File: src/rtl/go_done_pkg.sv
// Shared types for the go/done requester: FSM state encoding and watchdog default.
package go_done_pkg;

  typedef enum logic [2:0] {
    IDLE    = 3'd0,
    ASSERT  = 3'd1,
    RELEASE = 3'd2,
    FINISH  = 3'd3,
    ERROR   = 3'd4
  } state_t;

  localparam int TMO_CYCLES_DEF = 64;

endpackage

File: src/rtl/phase_timer.sv
// Per-phase watchdog: counts cycles spent in a handshake phase and flags the limit.
module phase_timer
  import go_done_pkg::*;
#(
  parameter int TMO_CYCLES = TMO_CYCLES_DEF
) (
  input  logic clk,
  input  logic rst_n,
  input  logic i_clear,
  input  logic i_enable,
  output logic o_expired
);

  logic [15:0] r_cnt;

  // Expired during the TMO_CYCLES-th cycle of the phase, so the FSM leaves on that edge.
  assign o_expired = i_enable && (r_cnt == 16'(TMO_CYCLES - 1));

  always_ff @(posedge clk or negedge rst_n) begin
    if (!rst_n) begin
      r_cnt <= '0;
    end else if (i_clear) begin
      r_cnt <= '0;
    end else if (i_enable && !o_expired) begin
      r_cnt <= r_cnt + 16'd1;
    end
  end

endmodule

File: src/rtl/go_done_initiator.sv
// Requester side of a four-phase go/done handshake, issuing num_req transactions per start.
// Optional watchdog compiled in with GO_DONE_TIMEOUT_EN.
module go_done_initiator
  import go_done_pkg::*;
#(
  parameter int CNT_W      = 8,
  parameter int TMO_CYCLES = TMO_CYCLES_DEF
) (
  input  logic             clk,
  input  logic             reset,
  input  logic             start,
  input  logic [CNT_W-1:0] num_req,
  output logic             go,
  input  logic             done,
  output logic             busy,
  output logic             finished,
  output logic [CNT_W-1:0] completed,
  output logic             timeout_err,
  output state_t           dbg_state
);

  state_t           r_state;
  state_t           w_next;
  logic [CNT_W-1:0] r_count;
  logic [CNT_W-1:0] r_completed;
  logic             r_go;
  logic             w_start_acc;
  logic             w_expired;

  assign w_start_acc = (r_state == IDLE) && start;

  // State register plus the datapath registers that move with it.
  always_ff @(posedge clk or negedge reset) begin
    if (!reset) begin
      r_state     <= IDLE;
      r_count     <= '0;
      r_completed <= '0;
      r_go        <= 1'b0;
    end else begin
      r_state <= w_next;
      r_go    <= (w_next == ASSERT);
      if (w_start_acc) begin
        r_count     <= num_req;
        r_completed <= '0;
      end else if ((r_state == ASSERT) && done) begin
        r_completed <= r_completed + 1'b1;
      end
    end
  end

  always_comb begin
    w_next = r_state;
    case (r_state)
      IDLE: begin
        if (start) w_next = (num_req == '0) ? FINISH : ASSERT;
      end
      ASSERT: begin
        if (done)           w_next = RELEASE;
        else if (w_expired) w_next = ERROR;
      end
      RELEASE: begin
        // r_completed already includes the transaction just acknowledged.
        if (!done)          w_next = (r_completed == r_count) ? FINISH : ASSERT;
        else if (w_expired) w_next = ERROR;
      end
      FINISH:  w_next = IDLE;
      ERROR:   w_next = IDLE;
      default: w_next = IDLE;
    endcase
  end

  always_comb begin
    go        = r_go;
    busy      = (r_state != IDLE);
    finished  = (r_state == FINISH);
    completed = r_completed;
    dbg_state = r_state;
  end

`ifdef GO_DONE_TIMEOUT_EN
  logic w_tmr_enable;
  logic w_tmr_clear;
  logic r_tmo_err;

  assign w_tmr_enable = (r_state == ASSERT) || (r_state == RELEASE);
  assign w_tmr_clear  = (r_state != w_next);

  phase_timer #(
    .TMO_CYCLES(TMO_CYCLES)
  ) u_phase_timer (
    .clk      (clk),
    .rst_n    (reset),
    .i_clear  (w_tmr_clear),
    .i_enable (w_tmr_enable),
    .o_expired(w_expired)
  );

  // Sticky until the next accepted start.
  always_ff @(posedge clk or negedge reset) begin
    if (!reset) begin
      r_tmo_err <= 1'b0;
    end else if (w_start_acc) begin
      r_tmo_err <= 1'b0;
    end else if (w_next == ERROR) begin
      r_tmo_err <= 1'b1;
    end
  end

  assign timeout_err = r_tmo_err;
`else
  logic w_unused_tmo;

  assign w_unused_tmo = ^TMO_CYCLES;
  assign w_expired    = 1'b0;
  assign timeout_err  = 1'b0;
`endif

endmodule
File: config.mk
export PLATFORM = sky130hd
export DESIGN_NAME = go_done_initiator
export DESIGN_NICKNAME = d
export VERILOG_FILES = /design/src/rtl/go_done_pkg.sv /design/src/rtl/phase_timer.sv /design/src/rtl/go_done_initiator.sv
export SDC_FILE = /design/constraint.sdc
export NUM_CORES = 1
export LEC_CHECK = 0
export CAP_MARGIN = 20
export CORE_UTILIZATION = 35
export DETAILED_ROUTE_END_ITERATION = 6
export DONT_BUFFER_PORTS = 1
export GPL_TIMING_DRIVEN = 0
export PLACE_DENSITY = 0.54
export SETUP_SLACK_MARGIN = 0.05
export SLEW_MARGIN = 20
export SYNTH_ARGS = -nofsm -noshare
export SYNTH_HDL_FRONTEND = slang
export SYNTH_SLANG_ARGS = --single-unit
File: constraint.sdc
create_clock -name clk -period 1.5 [get_ports clk]
set_input_delay 0.3 -clock clk [delete_from_list [all_inputs] [get_ports clk]]
set_output_delay 0.3 -clock clk [all_outputs]
set_load 0.03 [all_outputs]
==> results, run 1 <==
- Clock-pin slew was measured on the worst setup and hold paths at approximately 0.11 ns.
- The clock tree from TritonCTS is done.
- The checks that failed: setup timing.
- The clock arrives with roughly 0.0021 ns of skew.
- The worst setup path is captured at an output pin.
- For this block, the routed nets add up to between 2 and 2.5 mm of wire.
- The final count of hold timing violations is 0.
- The sequential share of the synthesized area is 0.494.
- The count of final max-slew check failures is 0.
- Detailed routing inserted a total of 645 vias.
- The number of nets still failing antenna checks after routing is 0.
- The remaining routing DRC violations is 0.
- The slew at the pin with the worst max-slew slack is just over 0.9 ns.
- CTS placed an instance of clkbuf_4 at the clock tree root.
- The area of placed instances is 1060 µm².
- The initialized floorplan defines 19 standard-cell rows.
- Counting the fill cells in the layout gives around 270.
- Measured against its own limit, the worst slew margin works out to 0.395.
- Across every metal layer, demand over resource in global routing totals 0.138.
- The worst setup path is launched from a flop.
- The post-synthesis share of cell area spent on and, or, nand and nor gates is 0.209.
- The worst hold path class is in -> reg.
- The number of violations of the max-capacitance limit is 0.
- The mapped netlist covers a little over 1000 µm².
- The worst setup path is of the reg -> out kind.
- After legalization and detailed placement, the total HPWL measured between 1 and 1.5 mm.
- The post-layout worst setup margin is -0.133 ns.
- The signal on the critical path passes through buf_8, or3_4.
- The combinational family with the most area after synthesis is simple AND/OR/NAND/NOR gates.
- Using the TritonRoute via totals, the vias-per-cell ratio works out to slightly above 5.
- The pin count of the biggest net entering global routing is 21.
- During placement, the flow inserted port buffers numbering 0.
- The fraction of layout instances using a drive strength above 1 is 0.361.
- The number of antenna diodes in the final layout is 0.
- The share of the synthesized netlist area taken by xor and xnor gates is 0.138.
- The area growth from synthesis to layout is 20.2%.
- The endpoint required time on the critical path is around 1.2 ns.
- The minimum period implied by the final worst setup slack is 1.63 ns.
- For this run, the slowest stage of the critical path takes 0.50 ns.
- The total power per unit cell area is just over 1000 nW/µm².
- The source-to-sink clock delay at the later pin of the worst-skew pair is around 0.3 ns.
- The number of global-route vias before repair is between 600 and 700.
- The number of different library cells used by synthesis comes to 27.
- The floorplan step set the die height to about 56 µm.
- Yosys attributes the largest share of cell area to dfrtp_1 49%, mux2_2 8.9%, xnor2_1 8.6%.
- The fraction of registers with async set or reset after synthesis is 1.00.
- Setup repair after global routing could not meet its margin everywhere.
- Of all cell types, the one taking the most synthesized area is dfrtp_1.
- In this run, the number of DRC markers left after iteration 0 of detailed routing was 21.
- The mux contribution to synthesized area is 0.0988.
- On the critical path, the stage with the largest delay is an instance of dfrtp_2.
- Total power for the finished layout comes to approximately 1200 µW.
- The flow ran to the end, but the final reports show violations.
- The analysis attributes to cell leakage a power of between 0.0005 and 0.0006 µW.
- The number of flops mapped to enable cells by yosys is 0.
- The die covers 3110 µm².
- At the end of the flow, the number of nets in the layout was around 110.
- Dividing the detail-routed wire length by the instance count gives approximately 16 µm.
- During synthesis, Yosys emitted a total of 0 warnings.
- The chip width is around 56 µm.
- The synthesized-area fraction occupied by ao, oa, aoi and oai cells is 0.00988.
- Pin placement for this block handled 27 I/O pins.
- Synthesis produced 85 cells.
- The gate family responsible for the most delay along the worst path is flip-flops.
- STA puts the critical path data arrival time at approximately 1.3 ns.
- Counting both buffers and inverters, the worst setup path holds a total of 1.
- The total grt overflow is 0.
- The flip-flop and latch count after synthesis is 20.
- The prevailing post-synth register cell is dfrtp_1.
- Setup violations remaining at the end of the flow were counted as 16.
- Based on the critical path, the design can be clocked at up to between 600 and 700 MHz.
- The share of synthesized area in the top cell type comes to 0.494.
- The arithmetic-cell share of the synthesized area counting full adders, half adders and majority gates is 0.0123.
- The cell area after layout is about 1200 µm².
- The final cycle utilization of the critical path is 1.09.
- The multi-input gate area in the final layout is 531 µm².
- The count of clock tree sinks is 20.
- The initial antenna violation count was 0.
- In this run the mean area of a mapped cell was 11.9 µm².
- The number of search-and-repair iterations in the first detailed-routing pass is 3.
- The core region is approximately 2800 µm².
- CTS built an H-tree with a depth of 1.
- The first global-routing pass estimated 3.29 mm of wire.
- The number of CTS-inserted buffers is 3.
- The area occupied by registers is about 500 µm².
- The maximum clock path buffer count is 2.
- At the end of routability-driven placement, the weighted congestion stood at approximately 0.68.
- For this configuration, the core starts out at a cell density of 0.368.
- Along the worst path, the maximum fanout reaches 3.
- The worst-case IR drop observed on VDD is between 0.5 and 0.6 mV.
## cell usage after synthesis, types with 2 or more instances
master / n
buf_6: 2
mux2_2: 8
dfrtp_1: 20
and3_1: 2
nor4_1: 2
xor2_1: 6
xnor2_1: 10
nor2_1: 10
nand2_1: 2
nand3_1: 2
nand4_1: 5
## where the power goes
group | switching, µW | total [µW] | internal (µW)
clock network | 170 | 274 | 104
registers | 99.2 | 703 | 604
logic | 94.3 | 269 | 174
total | 364 | 1250 | 882
## path summary, 6_finish.rpt
path / from / to / slack, ns / cells after the start
worst max-delay path: dbg_state[0] / busy / -0.13 / 2
worst min-delay path: num_req[2] / r_count[2] / 0.14 / 1
worst max register to register: dbg_state[0] / completed[4] / -0.06 / 7
worst min register to register: r_count[1] / r_count[1] / 0.55 / 1
max in group asynchronous: reset / dbg_state[0] / 0.33 / 1
min in group asynchronous: reset / dbg_state[2] / 0.56 / 1
## state kept, by name, indices dropped and copies added, names as in the netlist
signal	count
completed	8
go	1
r_count	8
dbg_state	3
## routing by layer
layer / vias to the layer above / share of wire / wire [µm] / global-route usage
met5: - / 0 / 0 / 0
met4: 0 / 0.0094 / 19 / 0.0523
met3: 2 / 0.065 / 130 / 0.0326
met2: 20 / 0.45 / 901 / 0.212
met1: 307 / 0.48 / 961 / 0.191
li1: 316 / - / - / -
## cell families (layout without fill, tap and decap cells)
kind of cell             after synthesis  after routing
flip-flops                            20             20
AND/OR/NAND/NOR                       33             33
multiplexers                           9              9
XOR/XNOR                              16             16
other                                  1              2
adder cells (fa/ha/maj)                1              1
buffers and inverters                  4             15
AO/OA/AOI/OAI                          1              1
## worst reg2reg max path, delay by kind of cell, from the launching register on
family | cells | cell delay, ns
buffers and inverters | 3 | 0.38
XOR/XNOR | 1 | 0.18
flip-flops | 1 | 0.49
AND/OR/NAND/NOR | 3 | 0.46
## timing repair
item	CTS	global route
gates cloned	0	0
pin swaps	3	8
hold buffers	1	0
setup buffers	6	0
setup endpoints to repair	20	20
gates resized for setup	9	12
endpoints found under the hold margin	20	0
## cell usage in the layout, fill, tap and decap left out, drive strengths merged, types with 2 or more instances in the layout
cell type / count
nand2: 2
dfrtp: 20
nand3: 3
and3b: 2
mux2: 8
nor4: 2
nor2: 10
nor3: 2
xnor2: 10
buf: 10
nand4: 5
conb: 2
xor2: 6
and3: 2
clkbuf: 4
## stage by stage
step / util / setup TNS (ns) / instances / worst slack, ns / hold slack (ns)
final: 0.442 / -0.524 / 128 / -0.133 / 0.135
after global routing: 0.442 / -1.39 / 128 / -0.168 / 0.119
after CTS: 0.427 / -1.74 / 128 / -0.151 / 0.123
after detailed placement: 0.385 / -1.30 / 117 / -0.230 / 0.00493
after global placement: 0.385 / -0.982 / 117 / -0.198 / 0.00490
after floorplan: - / -0.0847 / 86 / -0.0703 / 0.00441
## final cells by class
cell class / count / area share
multi-input cells: 62 / 0.435
clock buffers: 4 / 0.0216
plain buffers: 4 / 0.0370
repair buffers: 7 / 0.0606
well taps: 31 / 0.0318
flip-flops and latches: 20 / 0.414
(Power assumes the default switching activity.)
==> run 2, diff against run 1 <==
CORE_MARGIN = 5   (was unset)
==> run 2 against run 1 <==
Effect of this change:
- the flow still finishes with violations (setup timing)
- via count increased by 3.7%
- cell count increased by 3.1%
- utilization increased by 1.2 points
- combinational power increased by 3%
- worst setup slack improved by 0.013 ns
- worst hold slack improved by 0.0070 ns
- critical path type unchanged
- highest routed layer unchanged
==> results, run 2 (same netlist as run 1, synthesis figures left out) <==
- The launching element type of the critical path is a flop.
- In the finished design, the share of the clock period the worst path needs comes to 1.08.
- The area of the core is 2760 µm².
- The height of the chip is ~64 µm.
- Final hold analysis gives a worst-case slack of 0.142 ns.
- The number of CTS-inserted buffers is 3.
- In this run the number of H-tree levels came out at 1.
- The part of the total power dissipated in sequential elements is 0.567.
- The overall global routing resource usage is 0.111.
- The final count of hold timing violations is 0.
- For the worst setup path, the data required time is roughly 1.2 ns.
- Setup repair after global routing could not meet its margin everywhere.
- The launch point of the worst hold path is num_req[4].
- The net switching power of the design is 352 µW.
- The worst reg2reg path startpoint is dbg_state[0].
- The first global-routing pass estimated 3.49 mm of wire.
- The first routing iteration left 13 violations.
- The data arrival time of the worst path is around 1.3 ns.
- Power spread over the standard cell area amounts to roughly 1000 nW/µm².
- The count of input and output buffers is 0.
- The number of violations of the max-capacitance limit is 0.
- On the critical path, the stage with the largest delay is an instance of dfrtp_2.
- The count of final max-slew check failures is 0.
- The number of global-route vias before repair was ~700.
- The worst path in the final design needs a cycle of about 1.6 ns, including I/O delays and setup.
- The maximum achievable frequency is approximately 620 MHz.
- The wire length per cell is approximately 16 µm.
- In the final layout, the share of cells above drive strength 1 is 0.396.
- The area growth from synthesis to layout is 23.6%.
- The area of placed instances is 1060 µm².
- The total overflow left after global routing is 0.
- The internal power of the cells totals roughly 890 µW.
- The clock passes through at most 2 buffers.
- The clock root buffer is clkbuf_4.
- The final setup violation count is 17.
- Headroom to the max-slew limit came out at 0.390.
- The worst setup path is of the reg -> out kind.
- The leakage dissipation is around 0.00055 µW.
- For this configuration, the core starts out at a cell density of 0.368.
- The run finished, with violations left.
- The number of antenna diodes is 0.
- The floorplan step defined a die boundary enclosing slightly above 4000 µm².
- The total length of routed wires is about 2.1 mm.
- Entering global routing, the biggest net connects 21 pins.
- The element type at the critical path end is an output pin.
- The clock tree from TritonCTS is done.
- For this run, design rule violations remaining after detail routing come to 0.
- The critical path goes through buf_8, or3_4.
- Timing analysis after detailed placement gives a worst setup slack of -0.231 ns.
- The share of total power dissipated in combinational logic is 0.225.
- Setup total negative slack on the finished layout was measured at -0.686 ns.
- The library cells used most frequently in the layout, excluding fill and tap cells, are 17 x dfrtp_1, 10 x xnor2_1, 9 x nor2_1, 8 x mux2_4, 7 x buf_4.
- Of the total power, the share spent switching nets is 0.285.
- The endpoint identified for the worst register-to-register timing path is completed[5].
- For this design the top-level I/O count stands at 27.
- The slew at the pin with the worst max-slew slack is between 0.9 and 1 ns.
- The commonest non-fill, non-tap cell in the layout is dfrtp_1.
- The final reports fail on setup timing.
- Of the total power, the clock network draws 0.208.
- The die is between 60 and 70 µm wide.
- The number of vias in the routed layout is approximately 670.
- For this run, the post-layout net count is around 120.
- The detail route stage leaves a number of antenna-violating nets equal to 0.
- The worst register-to-register path has a depth of 7.
- The source-to-sink clock delay at the later pin of the worst-skew pair is ~0.3 ns.
- Counting instances, the worst hold path has a depth of 1.
- Of all nets on the critical path, the largest fanout is 4.
- The first detailed-routing pass took 2 iterations.
- The detail-routed via count per cell is ~5.1.
- The post-layout worst setup margin is -0.120 ns.
- The min-delay analysis places its worst path in the category in -> reg.
- The largest single stage delay on the critical path is 0.50 ns.
- Clock tree synthesis found a total of 20 sinks.
- The initial antenna violation count was 0.
- For this run, the share of the core covered by cells in the final layout is 0.454.
- Once layout is done, the placed cells without fillers occupy approximately 1300 µm².
- For flop-to-flop paths, the worst setup slack is -0.05 ns.
- The post-route clock skew is 0.00500 ns.
- For hold timing, the worst endpoint is r_count[4].
- The HPWL after detailed placement is roughly 1.5 mm.
- The initialized floorplan defines 19 standard-cell rows.
- The weighted congestion at the end of routability-driven global placement is 0.778.
- After clock tree synthesis, the clock-pin slew on the worst setup and hold paths is ~0.11 ns.
- The worst-case IR drop observed on VDD is 0.504 mV.
[run 2: changes by cell type in the layout (fill, tap and decap cells not counted), sizes merged]
cell  before  now
buf       10   14
[run 2: worst max-delay path, delay by kind of cell (launching register included)]
| kind | cells | cell delay, ns |
|---|---|---|
| buffers and inverters | 1 | 0.15 |
| DFF | 1 | 0.50 |
| and+or+nand+nor | 1 | 0.38 |
[run 2: worst max-delay path by stage]
stage | from | to | slack (ns) | cells after the start
final | dbg_state[0] | busy | -0.12 | 2
after global routing | dbg_state[0] | busy | -0.17 | 2
after CTS | dbg_state[0] | busy | -0.15 | 2
after global placement | dbg_state[1] | r_count[1] | -0.21 | 4
after floorplan | dbg_state[1] | r_count[1] | -0.07 | 4
after detailed placement | dbg_state[1] | r_count[1] | -0.23 | 4
[run 2: power groups by stage]
stage	Sequential (µW)	Combinational [µW]	Clock (µW)
final	702	278	257
after global routing	714	306	300
after CTS	702	274	274
after detailed placement	710	196	0
after global placement	709	191	0
after floorplan	692	175	0
[run 2: area by class of cell]
class                      count  area, µm²
fill                         261       1510
multi-input combinational     62        538
sequential                    20        504
timing repair buffer          11        100
buffer                         4       45.0
tap                           31       38.8
clock buffer                   4       26.3
[run 2: repair_timing]
action	CTS	global route
cloned	0	0
hold endpoints to repair	20	0
buffers inserted	9	1
resized for setup	18	4
hold buffers	1	0
pin swaps	5	3
setup endpoints to repair	20	20
[run 2: per-stage QoR]
stage	total power (µW)	instances
6_report	1240	132
5_1_grt	1320	132
4_1_cts	1250	131
3_5_place_dp	907	117
3_3_place_gp	900	117
2_1_floorplan	868	86
[run 2: per-layer routing]
layer / global-route usage / wire, µm / share of wire
met3: 0.0473 / 180 / 0.085
met5: 0 / 0 / 0
met2: 0.165 / 987 / 0.47
met1: 0.139 / 901 / 0.43
met4: 0.0545 / 41 / 0.019
==> run 3, diff against run 2 <==
CTS_CLUSTER_DIAMETER = 120   (was unset)
==> results of run 3 <==
Same layout as run 2: the final DEF is identical, and so are final timing and power.
==> edit 1, RTL diff (settings of run 3) <==
The parameter `CNT_W` goes from 8 to 9.
--- a/src/rtl/go_done_initiator.sv
+++ b/src/rtl/go_done_initiator.sv
@@ -5,3 +5,3 @@
 #(
-  parameter int CNT_W      = 8,
+  parameter int CNT_W      = 9,
   parameter int TMO_CYCLES = TMO_CYCLES_DEF
Interface: changed (resized completed and num_req); port bits go from 27 to 29. The function was not compared with the original's and may differ.
==> edit 1 against run 3 <==
- final area grew 15%
- power up 24%
- synthesized cell count rose by 12%
- clock power grew 79%
- highest routed layer unchanged
- worst setup slack got worse by 0.049 ns
- global-route usage increased by 1.8 points
- sequential cell count up 2
- hold slack got worse by 0.019 ns
- via count grew 19%
- wire length up 22%
- the run still ends with setup timing left
- area after synthesis increased by 8.6%
- die area rose by 7.3%
==> edit 1: results (changes against run 3) <==
* Status: finished with violations (unchanged)
* Failing checks: setup timing (unchanged)
* Critical path startpoint: dbg_state[2] (was dbg_state[0])
* Signal buf overhead at 0.113 (was 0.116)
* RR Endpoint: go (was completed[5])
* Netlist cell types at 26 (was 27)
* Routed wl met3 at 158 µm (was 180 µm)
* Reg2reg start: dbg_state[1] (was dbg_state[0])
* HPWL Detailed at 1.71 mm (was 1.52 mm)
* Register-to-Register Setup Slack at -0.10 ns (was -0.05 ns)
* DR iter-0 viols at 16 (was 13)
* Count of multi-input gates at 69 (was 62)
* Post-synth top cells: dfrtp_1 (22), xor2_1 (16), nor2_1 (12), mux2_2 (9), nand4_1 (5) (was dfrtp_1 (20), nor2_1 (10), xnor2_1 (10), mux2_2 (8), xor2_1 (6))
* Per-cell routed wire length at 16.3 µm (was 16.0 µm)
* Final hold slack at 0.123 ns (was 0.142 ns)
* Final net count at 129 (was 115)
* Hold EP: r_count[2] (was r_count[4])
* GR Layer Usage met1 at 0.159 (was 0.139)
* Most common cell after layout, fill and taps aside: xor2_1 (was dfrtp_1)
* GR Util met3 at 0.0374 (was 0.0473)
* Fraction of area in registers at 0.390 (was 0.403)
* Leak at 0.647 nW (was 0.551 nW)
* Inverters at 1 (was 0)
* R2R cell count at 5 (was 7)
* Place WS at -0.315 ns (was -0.231 ns)
* Placer congestion estimate at 0.712 (was 0.778)
* Vias in the first global route at 889 (was 701)
* Setup TNS at -1.34 ns (was -0.686 ns)
* Rel. slew slack at 0.662 (was 0.390)
* Clock-pin slew of the registers on the worst-case setup and hold paths at 0.13 ns (was 0.11 ns)
* First drt pass iteration count at 4 (was 2)
* Post_cts resized at 34 (was 18)
* WL met2 at 1.31 mm (was 987 µm)
* Share of layout cells above drive strength 1 at 0.465 (was 0.396)
* First-pass GRT wire length at 4.35 mm (was 3.49 mm)
* Setup slack after layout at -0.169 ns (was -0.120 ns)
* Post-Route WL at 2.57 mm (was 2.11 mm)
* Maximum number of pins on one net before global-route repair at 23 (was 21)
* Fill cells at 286 (was 261)
* GRT Overall Usage at 0.129 (was 0.111)
* M2 GR Usage at 0.211 (was 0.165)
* Clk_skew at 0.00735 ns (was 0.00500 ns)
* Peak VDD IR at 0.000402 V (was 0.000504 V)
* Buffers, non-clock at 18 (was 15)
* CLK BUF at 3 (was 4)
* Hold path start: num_req[2] (was num_req[4])
* Clock network share of area at 0.0365 (was 0.0210)
* Final setup vio count at 19 (was 17)
* CP peak stage delay at 0.56 ns (was 0.50 ns)
* Vias per cell at 5.04 (was 5.07)
* Main area contributors after synthesis: dfrtp_1 (50%), xor2_1 (13%), mux2_2 (9.2%) (was dfrtp_1 (49%), mux2_2 (8.9%), xnor2_1 (8.6%))
* Register area share after synthesis at 0.500 (was 0.494)
* Multi-input gate share of total cell area at 0.419 (was 0.430)
* Clock Sinks at 22 (was 20)
* Data arrival, critical path at 1.37 ns (was 1.32 ns)
* WL met1 at 1.06 mm (was 901 µm)
edit 1: cell count changes after synthesis, moves of 2 or more:
cell,run 3,this run
nor2_1,10,12
xnor2_1,10,2
dfrtp_1,20,22
xor2_1,6,16
and2_1,0,2
edit 1: where the power goes:
part           leakage (nW)  switching, W  internal (W)  total, W
clock                0.0279      0.000190      0.000270  0.000460
combinational         0.351      0.000115      0.000189  0.000304
sequential            0.268      0.000103      0.000666  0.000769
total                 0.647      0.000408       0.00112   0.00153
edit 1: cells by family (layout without fill, tap and decap cells):
group           count (synthesis)  after routing  share of synthesized area
flops                          22             22                      0.500
compound gates                  2              2                     0.0170
other cells                     1              2                    0.00341
buf+inv                         5             23                     0.0318
xor+xnor                       18             18                      0.143
mux                            10             10                      0.101
simple gates                   36             36                      0.192
fa+ha+maj                       1              1                     0.0114
==> edit 2, RTL diff (settings of run 3) <==
Made on the original files. Put a register stage on the output `dbg_state`, without a reset. The value now appears one clock later. The other outputs are not delayed to match.
--- a/src/rtl/go_done_initiator.sv
+++ b/src/rtl/go_done_initiator.sv
@@ -20,2 +20,4 @@
 );
+
+  state_t dbg_state_d;
 
@@ -76,3 +78,3 @@
     completed = r_completed;
-    dbg_state = r_state;
+    dbg_state_d = r_state;
   end
@@ -117,2 +119,6 @@
 
+  always_ff @(posedge clk) begin
+    dbg_state <= dbg_state_d;
+  end
+
 endmodule
Formal check against the unedited RTL: not equivalent (a bounded check fails within 4 cycles, from zero or initial values and one cycle with reset low).
==> edit 2 against run 3 <==
- combinational power shrank 8.3%
- worst setup slack gained 0.11 ns
- clock power grew 14%
- critical path depth shrank 1
- via count grew 2.5%
- area after synthesis grew 5.9%
- power grew 7.8%
- sequential cell count grew 3
- largest cell class is now registers
- final area grew 1.6%
- wire length shrank 1.4%
- clock skew is essentially flat
- the flow still finishes with violations (setup timing)
- count of clock-buffer cells in the layout is the same
- fmax grew 7.0%
==> edit 2: results (changes against run 3) <==
* Setup slack after layout at -0.0135 ns (was -0.120 ns)
* Leak at 0.543 nW (was 0.551 nW)
* CP peak stage delay at 0.46 ns (was 0.50 ns)
* Critical Path Source Type: flip-flop (unchanged)
* Share of layout cells above drive strength 1 at 0.376 (was 0.396)
* Num CTS Buffers at 3 (unchanged)
* Hold path start: num_req[7] (was num_req[4])
* Final setup vio count at 1 (was 17)
* Setup TNS at -0.0135 ns (was -0.686 ns)
* Vias in the first global route at 667 (was 701)
* Register-to-Register Setup Slack at 0.01 ns (was -0.05 ns)
* Port buffer count at 0 (unchanged)
* Failing checks: setup timing (unchanged)
* Final net count at 115 (unchanged)
* Number of synthesized flops with an enable pin at 0 (unchanged)
* Switching Share at 0.283 (was 0.285)
* Total placed instance area at 1120 µm² (was 1060 µm²)
* GRT Overall Usage at 0.104 (was 0.111)
* Worst Max-Slew Pin Slew at 0.913 ns (was 0.912 ns)
* Via count at 686 (was 669)
* Antenna diodes at 0 (unchanged)
* Root buffer cell: clkbuf_4 (unchanged)
* Per-cell routed wire length at 15.5 µm (was 16.0 µm)
* Post-synth top cells: dfrtp_1 (20), nor2_1 (10), xnor2_1 (10), mux2_2 (8), xor2_1 (6) (unchanged)
* HPWL Detailed at 1.48 mm (was 1.52 mm)
* Most used DFF post-synth: dfrtp_1 (unchanged)
* Peak VDD IR at 0.000536 V (was 0.000504 V)
* Maximum number of pins on one net before global-route repair at 21 (unchanged)
* Clock-pin slew of the registers on the worst-case setup and hold paths at 0.13 ns (was 0.11 ns)
* DR iter-0 viols at 29 (was 13)
* Place WS at -0.130 ns (was -0.231 ns)
* H-Tree Depth at 1 (unchanged)
* Final hold slack at 0.121 ns (was 0.142 ns)
* RR Endpoint: r_count[4] (was completed[5])
* Netlist cell types at 28 (was 27)
* Critical path's top delay family: flip-flops (unchanged)
* First drt pass iteration count at 5 (was 2)
* Placer congestion estimate at 0.722 (was 0.778)
* Syn Inst Count at 88 (was 85)
* R2R cell count at 4 (was 7)
* Hold EP: r_count[7] (was r_count[4])
* Data arrival, critical path at 1.21 ns (was 1.32 ns)
* Worst Hold Class: in -> reg (unchanged)
* Reg2reg start: dbg_state_d[1] (was dbg_state[0])
* Synth Warn # at 0 (unchanged)
* Status: finished with violations (unchanged)
* Synth async-reset ratio at 0.870 (was 1.00)
* Register area share after synthesis at 0.522 (was 0.494)
* Antenna-violating nets left at 0 (unchanged)
* Main area contributors after synthesis: dfrtp_1 (47%), mux2_2 (8.4%), xnor2_1 (8.2%) (was dfrtp_1 (49%), mux2_2 (8.9%), xnor2_1 (8.6%))
* Clk_skew at 0.00504 ns (was 0.00500 ns)
* Crit-path max FO at 7 (was 4)
* First-pass GRT wire length at 3.32 mm (was 3.49 mm)
* Post-route non-filler standard cell count at 134 (was 132)
## edit 2: cell types whose count changed in the layout (fill, tap and decap cells not counted), sizes merged
cell / run 3 / this run
buf: 14 / 11
dfxtp: 0 / 3
## edit 2: power groups by stage
| stage | clock (W) | sequential (W) | combinational, W |
|---|---|---|---|
| after floorplan | 0 | 0.000779 | 0.000172 |
| after global placement | 0 | 0.000797 | 0.000185 |
| after detailed placement | 0 | 0.000799 | 0.000191 |
| after CTS | 0.000306 | 0.000788 | 0.000260 |
| after global routing | 0.000326 | 0.000795 | 0.000281 |
| final | 0.000292 | 0.000786 | 0.000255 |
## edit 2: what timing repair did
item,4_1_cts,5_1_grt
buffers inserted,6,3
hold buffers,1,0
pin swaps,6,4
resized for setup,17,6
endpoints found under the hold margin,20,0
endpoints found under the setup margin,12,19
## edit 2: routing by layer
| metal | GRT usage | up-vias | routed length (µm) |
|---|---|---|---|
| met1 | 0.134 | 334 | 938 |
| met4 | 0.0155 | 0 | 10 |
| met2 | 0.159 | 23 | 949 |
| met3 | 0.0513 | 2 | 183 |
| li1 | - | 327 | - |
| met5 | 0 | - | 0 |
## edit 2: area by class of cell
cell class                 instances  area (µm²)
buffer                             3        30.0
clock buffer                       4        26.3
fill                             302        1730
multi-input combinational         62         519
sequential                        23         571
tap                               33        41.3
timing repair buffer               9        85.1
## edit 2: cells by family after synthesis
logic type / Yosys count / share of synthesized area
compound gates: 1 / 0.00932
xor+xnor: 16 / 0.131
fa+ha+maj: 1 / 0.0117
buf+inv: 4 / 0.0326
flops: 23 / 0.522
mux: 9 / 0.0932
other cells: 1 / 0.00349
simple gates: 33 / 0.197
